==> src/rtl/dmem_timer.sv <==
// rtl/dmem_timer.sv - memory-mapped machine timer on the dmem valid/ready bus
//
// Purpose: 64-bit free-running mtime with a prescaler, a 64-bit mtimecmp and a
// control register, served as a responder on the data-memory bus. irq_o is a
// registered level output that is high while mtime >= mtimecmp.
//
// Ports:
//   clk      rising-edge clock
//   rst_n    synchronous active-low reset
//   valid_i  request valid, held by the initiator until ready_o
//   ready_o  one-cycle response strobe; rdata_o valid while high
//   addr_i   byte address, only [4:2] decoded
//   wdata_i  write data
//   we_i     byte write enables, 4'b0000 = read
//   rdata_o  read data, held until the next read response
//   irq_o    timer interrupt (level)
//
// Register map (addr_i[4:2]): 0 MTIME_LO, 1 MTIME_HI, 2 MTIMECMP_LO,
// 3 MTIMECMP_HI, 4 CTRL (bit0 EN, bits[15:8] PRESC), 5-7 unmapped.

module dmem_timer #(
  parameter int ADDR_WIDTH = 32,
  parameter int WORD_WIDTH = 32
) (
  input  logic                  clk,
  input  logic                  rst_n,
  input  logic                  valid_i,
  output logic                  ready_o,
  input  logic [ADDR_WIDTH-1:0] addr_i,
  input  logic [WORD_WIDTH-1:0] wdata_i,
  input  logic [3:0]            we_i,
  output logic [WORD_WIDTH-1:0] rdata_o,
  output logic                  irq_o
);

  typedef enum logic {S_IDLE, S_RESP} state_t;

  state_t      state, state_nxt;

  logic [63:0] mtime, mtime_nxt;
  logic [63:0] mtimecmp, mtimecmp_nxt;
  logic        en, en_nxt;
  logic [7:0]  presc, presc_nxt;
  logic [7:0]  presc_cnt, presc_cnt_nxt;
  logic [31:0] hi_shadow, hi_shadow_nxt;
  logic [31:0] rdata, rdata_nxt;
  logic        irq;

  logic        accept, wr, rd, tick;
  logic [2:0]  idx;
  logic [31:0] rd_val;

  // Address bits outside [4:2] are deliberately ignored.
  logic unused_addr;
  assign unused_addr = ^{addr_i[ADDR_WIDTH-1:5], addr_i[1:0]};

  function automatic logic [31:0] merge(input logic [31:0] old_val,
                                        input logic [31:0] new_val,
                                        input logic [3:0]  be);
    logic [31:0] r;
    for (int b = 0; b < 4; b++) begin
      r[b*8 +: 8] = be[b] ? new_val[b*8 +: 8] : old_val[b*8 +: 8];
    end
    return r;
  endfunction

  assign idx    = addr_i[4:2];
  assign accept = (state == S_IDLE) && valid_i;
  assign wr     = accept && (we_i != 4'b0000);
  assign rd     = accept && (we_i == 4'b0000);
  assign tick   = en && (presc_cnt == presc);

  // State register
  always_ff @(posedge clk) begin
    if (!rst_n) begin
      state <= S_IDLE;
    end else begin
      state <= state_nxt;
    end
  end

  // Next-state logic; RESP always lasts exactly one cycle
  always_comb begin
    state_nxt = state;
    case (state)
      S_IDLE: if (valid_i) state_nxt = S_RESP;
      S_RESP: state_nxt = S_IDLE;
      default: state_nxt = S_IDLE;
    endcase
  end

  // Output logic
  always_comb begin
    ready_o = (state == S_RESP);
  end

  // Read mux uses the pre-update register values of the accepting edge
  always_comb begin
    rd_val = 32'h0;
    case (idx)
      3'd0: rd_val = mtime[31:0];
      3'd1: rd_val = hi_shadow;
      3'd2: rd_val = mtimecmp[31:0];
      3'd3: rd_val = mtimecmp[63:32];
      3'd4: rd_val = {16'h0, presc, 7'h0, en};
      default: rd_val = 32'h0;
    endcase
  end

  always_comb begin
    mtime_nxt     = mtime;
    mtimecmp_nxt  = mtimecmp;
    en_nxt        = en;
    presc_nxt     = presc;
    presc_cnt_nxt = presc_cnt;
    hi_shadow_nxt = hi_shadow;
    rdata_nxt     = rdata;

    // Software writes to mtime take priority over the tick increment.
    if (wr && idx == 3'd0) begin
      mtime_nxt[31:0] = merge(mtime[31:0], wdata_i[31:0], we_i);
    end else if (wr && idx == 3'd1) begin
      mtime_nxt[63:32] = merge(mtime[63:32], wdata_i[31:0], we_i);
    end else if (tick) begin
      mtime_nxt = mtime + 64'd1;
    end

    if (wr && idx == 3'd2) begin
      mtimecmp_nxt[31:0] = merge(mtimecmp[31:0], wdata_i[31:0], we_i);
    end
    if (wr && idx == 3'd3) begin
      mtimecmp_nxt[63:32] = merge(mtimecmp[63:32], wdata_i[31:0], we_i);
    end

    if (wr && idx == 3'd4) begin
      if (we_i[0]) en_nxt    = wdata_i[0];
      if (we_i[1]) presc_nxt = wdata_i[15:8];
      presc_cnt_nxt = 8'h0;
    end else if (en) begin
      presc_cnt_nxt = tick ? 8'h0 : presc_cnt + 8'h1;
    end

    if (rd) begin
      rdata_nxt = rd_val;
      // Shadow the high word together with the low word for atomic 64-bit reads
      if (idx == 3'd0) hi_shadow_nxt = mtime[63:32];
    end
  end

  always_ff @(posedge clk) begin
    if (!rst_n) begin
      mtime     <= 64'h0;
      mtimecmp  <= 64'hFFFF_FFFF_FFFF_FFFF;
      en        <= 1'b0;
      presc     <= 8'h0;
      presc_cnt <= 8'h0;
      hi_shadow <= 32'h0;
      rdata     <= 32'h0;
      irq       <= 1'b0;
    end else begin
      mtime     <= mtime_nxt;
      mtimecmp  <= mtimecmp_nxt;
      en        <= en_nxt;
      presc     <= presc_nxt;
      presc_cnt <= presc_cnt_nxt;
      hi_shadow <= hi_shadow_nxt;
      rdata     <= rdata_nxt;
      irq       <= (mtime >= mtimecmp);
    end
  end

  assign rdata_o = rdata;
  assign irq_o   = irq;

endmodule

==> config.mk <==
export PLATFORM = sky130hd
export DESIGN_NAME = dmem_timer
export DESIGN_NICKNAME = d
export VERILOG_FILES = /design/src/rtl/dmem_timer.sv
export SDC_FILE = /design/constraint.sdc
export NUM_CORES = 1
export LEC_CHECK = 0
export CAP_MARGIN = 20
export CORE_ASPECT_RATIO = 1.4
export CORE_UTILIZATION = 46
export DETAILED_ROUTE_END_ITERATION = 10
export PLACE_DENSITY = 0.66
export SYNTH_ARGS = -nofsm -noshare
export SYNTH_HDL_FRONTEND = slang
export SYNTH_SLANG_ARGS = --single-unit
export TNS_END_PERCENT = 1
==> constraint.sdc <==
create_clock -name clk -period 5.78 [get_ports clk]
set_input_delay 1.156 -clock clk [delete_from_list [all_inputs] [get_ports clk]]
set_output_delay 1.156 -clock clk [all_outputs]
set_load 0.02 [all_outputs]
# Word level (Yosys, flattened, before mapping)
# Index checks and enable logic that the tools add are counted.
# classes
n_bitwise,3
reduce_logical,34
n_eq_ne,14
addsub,2
mux,12
n_lt_le_gt_ge,1
# ops
operator,count
32-bit one-hot mux with 5 select lines,1
32-bit 2-to-1 mux,3
"64-bit by 1-bit adder with 64-bit output, second input constant",1
64-bit >= comparator,1
64-bit 2-to-1 mux,1
8-bit 2-to-1 mux,5
3-bit AND reduction,8
2-bit AND reduction,11
"2-bit inequality test, second input constant",9
1-bit logical AND,9
"8-bit by 1-bit adder with 8-bit output, second input constant",1
8-bit == test,1
"3-bit by 2-bit == test with 1-bit output, second input constant",2
4-bit zero test,1
2-bit nonzero test,2
4-bit nonzero test,1
"3-bit by 1-bit == test with 1-bit output, second input constant",1
"3-bit == test, second input constant",1
3-bit zero test,1
1-bit NOT,3
1-bit one-hot mux with 2 select lines,1
2-bit OR reduction,1
1-bit 2-to-1 mux,1
# word_totals
input_bits,71
reg_bits,211
elab_cells,89
out_inout_bits,34

# Logic depth before layout (Yosys ltp)
# depth
ltp_word,6
depth_mapped,9
ltp_nobuf,8

# Worst setup path after synthesis
# Ideal clock, no wire load.
# synth_path
path_kind,input to register
start,in addr_i[4]
end,reg mtime[9]
cell_stages,8
t_arrival_ns,3.139
path_slack_ns,2.526
required_time_ns,5.665
path_cell_list,clkbuf_1 or3b_2 nor3_2 clkbuf_1 clkbuf_1 nor2_1 o21a_1 o21a_1
# synth_between
elab_chain_cells,4
# synth_rtl
item,line,rtl
start: declaration,29,"input logic [ADDR_WIDTH-1:0] addr_i,"
3-bit by 1-bit == test with 1-bit output / 3-bit zero test (equally long branches),"122, 120",
"1-bit logical AND, on equally long branches","122, 120",
2-bit inequality test (no source line) / 2-bit nonzero test (equally long branches),--,
3-bit AND reduction (no source line),--,
end signal: assignment,161,mtime <= mtime_nxt;
end: declaration,40,"logic [63:0] mtime, mtime_nxt;"
# Several ways; a longest one is shown, not always the timed one.
# A chain may end at the register's enable or synchronous reset.

# Worst setup path in the final report
# layout_path
start,in addr_i[4]
end,reg mtime[7]
# Same word-level chain as after synthesis.

==> impl_summary.log <==
[metrics] status: finished clean
[metrics] Fin Hold WS: ~450 ps
[metrics] area enclosed by the die boundary: around 0.027 sq mm
[metrics] met2 global-route usage: a little over half
[metrics] M3 GR Usage: about 4.4%
[metrics] via count: 12.2k
[metrics] Final Util: 53.2%
[metrics] final count of hold timing violations: 0
[metrics] share of final-layout standard cells stronger than drive strength 1: under 10%
[metrics] Avg Inst Size Synth: 7.80 sq um
[metrics] diodes inserted: 0
[metrics] first-pass detailed-route iteration total: 7
[metrics] post-route setup TNS: 0 ps
[metrics] number of nets in the layout: roughly 1.7k
[metrics] fraction of synthesis flops using an asynchronous set or reset pin: 0%
[metrics] Data required, critical path: just over 6000 ps
[metrics] setup violators final: 0
[metrics] Total Power: around 3.2 mW
[metrics] worst IR drop on VDD: about 0.21 mV
[metrics] Pleak: a little under 6 nW
[metrics] largest net degree at the start of global routing: just under 70
[metrics] count of unique library cells instantiated by Yosys: 72
[metrics] overall routing resource usage: a little under a third
[metrics] total CTS buffers: 23
[metrics] HP Class: register to register
[metrics] average wire per cell in the routed design: 21.8 um
[metrics] I/O pin count: 105
[metrics] Slew HR: between 20% and 30%
[metrics] top cell type by total area after synthesis: sky130_fd_sc_hd__dfxtp_1
[metrics] layer carrying the most global-route usage: met2
[metrics] area added between synthesis and finish: 14.0%
[metrics] reg2reg start: mtime[6]
[metrics] post-synthesis instance area: ~0.012 sq mm
[metrics] vias in the first global route: between 10k and 15k
[metrics] Post-Synthesis Net Count: roughly 1.7k
[metrics] part of the cycle the worst path needs: between 60 and 70%
[metrics] max frequency: 250 MHz
[metrics] routed wire length: ~42000 um
[metrics] kind of end point of the critical path: register
[metrics] global-route wire length before repair: 66000 um
[metrics] RSZ-0062 raised after global routing: false
[metrics] final critical-path required period: roughly 4000 ps
[metrics] initial antenna violation count: 1
[metrics] predominant post-synthesis flop cell: sky130_fd_sc_hd__dfxtp_1
[metrics] row count: 70
[metrics] kind of critical path: input port to register
[metrics] worst setup path start: addr_i[4]
[metrics] portion of the post-synthesis area used by sequential elements: between 30% and 40%
[metrics] number of violations of the max-capacitance limit: 0
[metrics] power density relative to cell area: about 230 mW/mm^2
[metrics] initial core utilization: approximately 47%
[metrics] category of the worst setup path launch point: input port
[metrics] die extent in x: 139 um
[metrics] start point of the worst min-delay path: hi_shadow[21]
[metrics] Detailed Route Iter0 Violations: about 1.2k
[metrics] EDFF count, synth: 0
[metrics] DIE HEIGHT: roughly 200 um
[metrics] Placed Cells: roughly 1.9k
[metrics] Routability Congestion: about 0.95
[metrics] total of fill cells in the finished design: approximately 2.5k
[metrics] crit path max fanout: 18
[metrics] Port Buf Inserts: 75
[metrics] post-synth top area share: a little over a third
[metrics] # hold bufs at CTS: 0
[metrics] Synth Warn #: 0
[metrics] critical path arrival: approximately 4400 ps
[metrics] Post-CTS Setup Repair Bufs: 0
[metrics] cell at the root of the clock tree: sky130_fd_sc_hd__clkbuf_16
[metrics] detailed placer's ending HPWL: about 30000 um
[metrics] final instance count without filler cells: 1924
[metrics] top area cells in the synthesized netlist: sky130_fd_sc_hd__dfxtp_1, sky130_fd_sc_hd__nand2_1, sky130_fd_sc_hd__nand3_1
[metrics] post-synthesis cell count: around 1.6k
[metrics] level count of the clock H-tree: 1
[metrics] post-CTS sizing: 0
[metrics] via density per instance: ~6.4
[metrics] leftover overflow at the end of global routing: 0
[metrics] pin slew with the least headroom to its limit: ~1100 ps
[metrics] count of pins over their slew limit: 0
[metrics] met1 Resource Use GR: 37.3%
[metrics] clock tree from TritonCTS: yes
[metrics] worst setup skew after layout: around 11 ps
[metrics] latest clock arrival within the worst-skew pair: about 530 ps
[metrics] Worst-path clk slew: around 60 ps
[metrics] DR DRC count: 0
[metrics] setup slack of the worst register-to-register path: 2530 ps
[metrics] antenna violation net count after detailed routing: 0
[metrics] core region area: 0.0261 sq mm
[metrics] TritonCTS sink count: 211
[metrics] #FFs+latches synth: around 210
[metrics] Longest Clk Path Bufs: 3
==> per-stage QoR <==
| stage | worst slack (ps) | cell area [sq um] |
|---|---|---|
| floorplan | 2530 | 12200 |
| global placement | 1400 | 13200 |
| detailed placement | 1360 | 13200 |
| CTS | 1900 | 13900 |
| global route | 1640 | 13900 |
| finish | 1770 | 13900 |
==> sequential cells by signal, indices dropped and copies added (netlist names) <==
signal     count
mtime         64
mtimecmp      64
hi_shadow     32
rdata_o       32
presc          8
presc_cnt      8
en             1
irq_o          1
ready_o        1
==> where the power goes <==
group	total (mW)	internal, mW	switching [mW]
Sequential	1.48	1.47	0.0128
Clock	1.46	0.827	0.635
Combinational	0.242	0.0836	0.158
==> cells in the mapped netlist (7+ instances only) <==
master	instances
sky130_fd_sc_hd__and2_1	12
sky130_fd_sc_hd__a21oi_1	119
sky130_fd_sc_hd__or4_1	8
sky130_fd_sc_hd__a21o_1	17
sky130_fd_sc_hd__nor2_1	100
sky130_fd_sc_hd__a211oi_1	8
sky130_fd_sc_hd__clkbuf_1	92
sky130_fd_sc_hd__dfxtp_1	211
sky130_fd_sc_hd__ha_1	66
sky130_fd_sc_hd__and3_1	12
sky130_fd_sc_hd__o21ai_0	50
sky130_fd_sc_hd__o22ai_1	14
sky130_fd_sc_hd__nor4_1	23
sky130_fd_sc_hd__o21a_1	19
sky130_fd_sc_hd__a31oi_1	11
sky130_fd_sc_hd__nand3_1	176
sky130_fd_sc_hd__and4_1	7
sky130_fd_sc_hd__nand4_1	30
sky130_fd_sc_hd__xor2_1	12
sky130_fd_sc_hd__a22oi_1	56
sky130_fd_sc_hd__a31o_2	12
sky130_fd_sc_hd__nor3_1	26
sky130_fd_sc_hd__o31ai_1	18
sky130_fd_sc_hd__inv_1	79
sky130_fd_sc_hd__o221a_2	11
sky130_fd_sc_hd__mux4_2	21
sky130_fd_sc_hd__buf_1	9
sky130_fd_sc_hd__nand2_1	243
==> routing by layer <==
| metal | up-vias | routed length [um] | part of all wire (%) |
|---|---|---|---|
| met3 | 140 | 2920 | 7.0 |
| li1 | 5724 | - | - |
| met5 | - | 15 | 0.036 |
| met4 | 2 | 2260 | 5.4 |
| met2 | 532 | 20400 | 49 |
| met1 | 5848 | 16300 | 39 |
==> cell families (layout without fill, tap and decap cells) <==
logic type	Yosys count	after routing	synth area share (%)
buffers and inverters	187	226	5.84
multiplexers	29	29	4.84
AO/OA/AOI/OAI	379	379	20.6
AND/OR/NAND/NOR	675	675	26.2
adder cells (fa/ha/maj)	66	66	6.78
XOR/XNOR	14	14	1.01
flip-flops	211	211	34.7
==> final cells by class <==
type	count	area [sq um]	area share, %
Clock inverter	13	96.3	0.694
Clock buffer	29	638	4.60
Timing Repair Buffer	105	963	6.94
Multi-Input combinational cell	1163	7260	52.3
Sequential cell	211	4220	30.4
Inverter	79	298	2.14
Tap cell	324	405	2.92
==> final timing paths <==
path                    to  depth (start not counted)
max reg2reg      mtime[50]                          6
min reg2reg  hi_shadow[21]                          2
max               mtime[7]                          8
min          hi_shadow[21]                          2
==> placed cells by master, fill, tap and decap left out, types with 14 or more instances in the layout <==
cell type / synthesis / final
sky130_fd_sc_hd__nand2_1: 243 / 243
sky130_fd_sc_hd__dfxtp_1: 211 / 211
sky130_fd_sc_hd__nand3_1: 176 / 176
sky130_fd_sc_hd__a21oi_1: 119 / 119
sky130_fd_sc_hd__nor2_1: 100 / 99
sky130_fd_sc_hd__inv_1: 79 / 78
sky130_fd_sc_hd__clkdlybuf4s50_1: 0 / 72
sky130_fd_sc_hd__ha_1: 66 / 66
sky130_fd_sc_hd__a22oi_1: 56 / 56
sky130_fd_sc_hd__o21ai_0: 50 / 50
sky130_fd_sc_hd__buf_4: 0 / 31
sky130_fd_sc_hd__nand4_1: 30 / 30
sky130_fd_sc_hd__nor3_1: 26 / 25
sky130_fd_sc_hd__nor4_1: 23 / 23
sky130_fd_sc_hd__clkbuf_16: 0 / 23
sky130_fd_sc_hd__mux4_2: 21 / 21
sky130_fd_sc_hd__o21a_1: 19 / 19
sky130_fd_sc_hd__o31ai_1: 18 / 18
sky130_fd_sc_hd__a21o_1: 17 / 17
sky130_fd_sc_hd__o22ai_1: 14 / 14
==> worst max-delay path, stage by stage <==
cell	delay, ps
sky130_fd_sc_hd__clkdlybuf4s50_1	400
sky130_fd_sc_hd__buf_4	200
sky130_fd_sc_hd__or3b_2	550
sky130_fd_sc_hd__nor3_1	360
sky130_fd_sc_hd__and4b_1	440
sky130_fd_sc_hd__a21oi_1	910
sky130_fd_sc_hd__nor2_1	110
sky130_fd_sc_hd__o221a_2	280
Power figures use the tool's default switching activity.
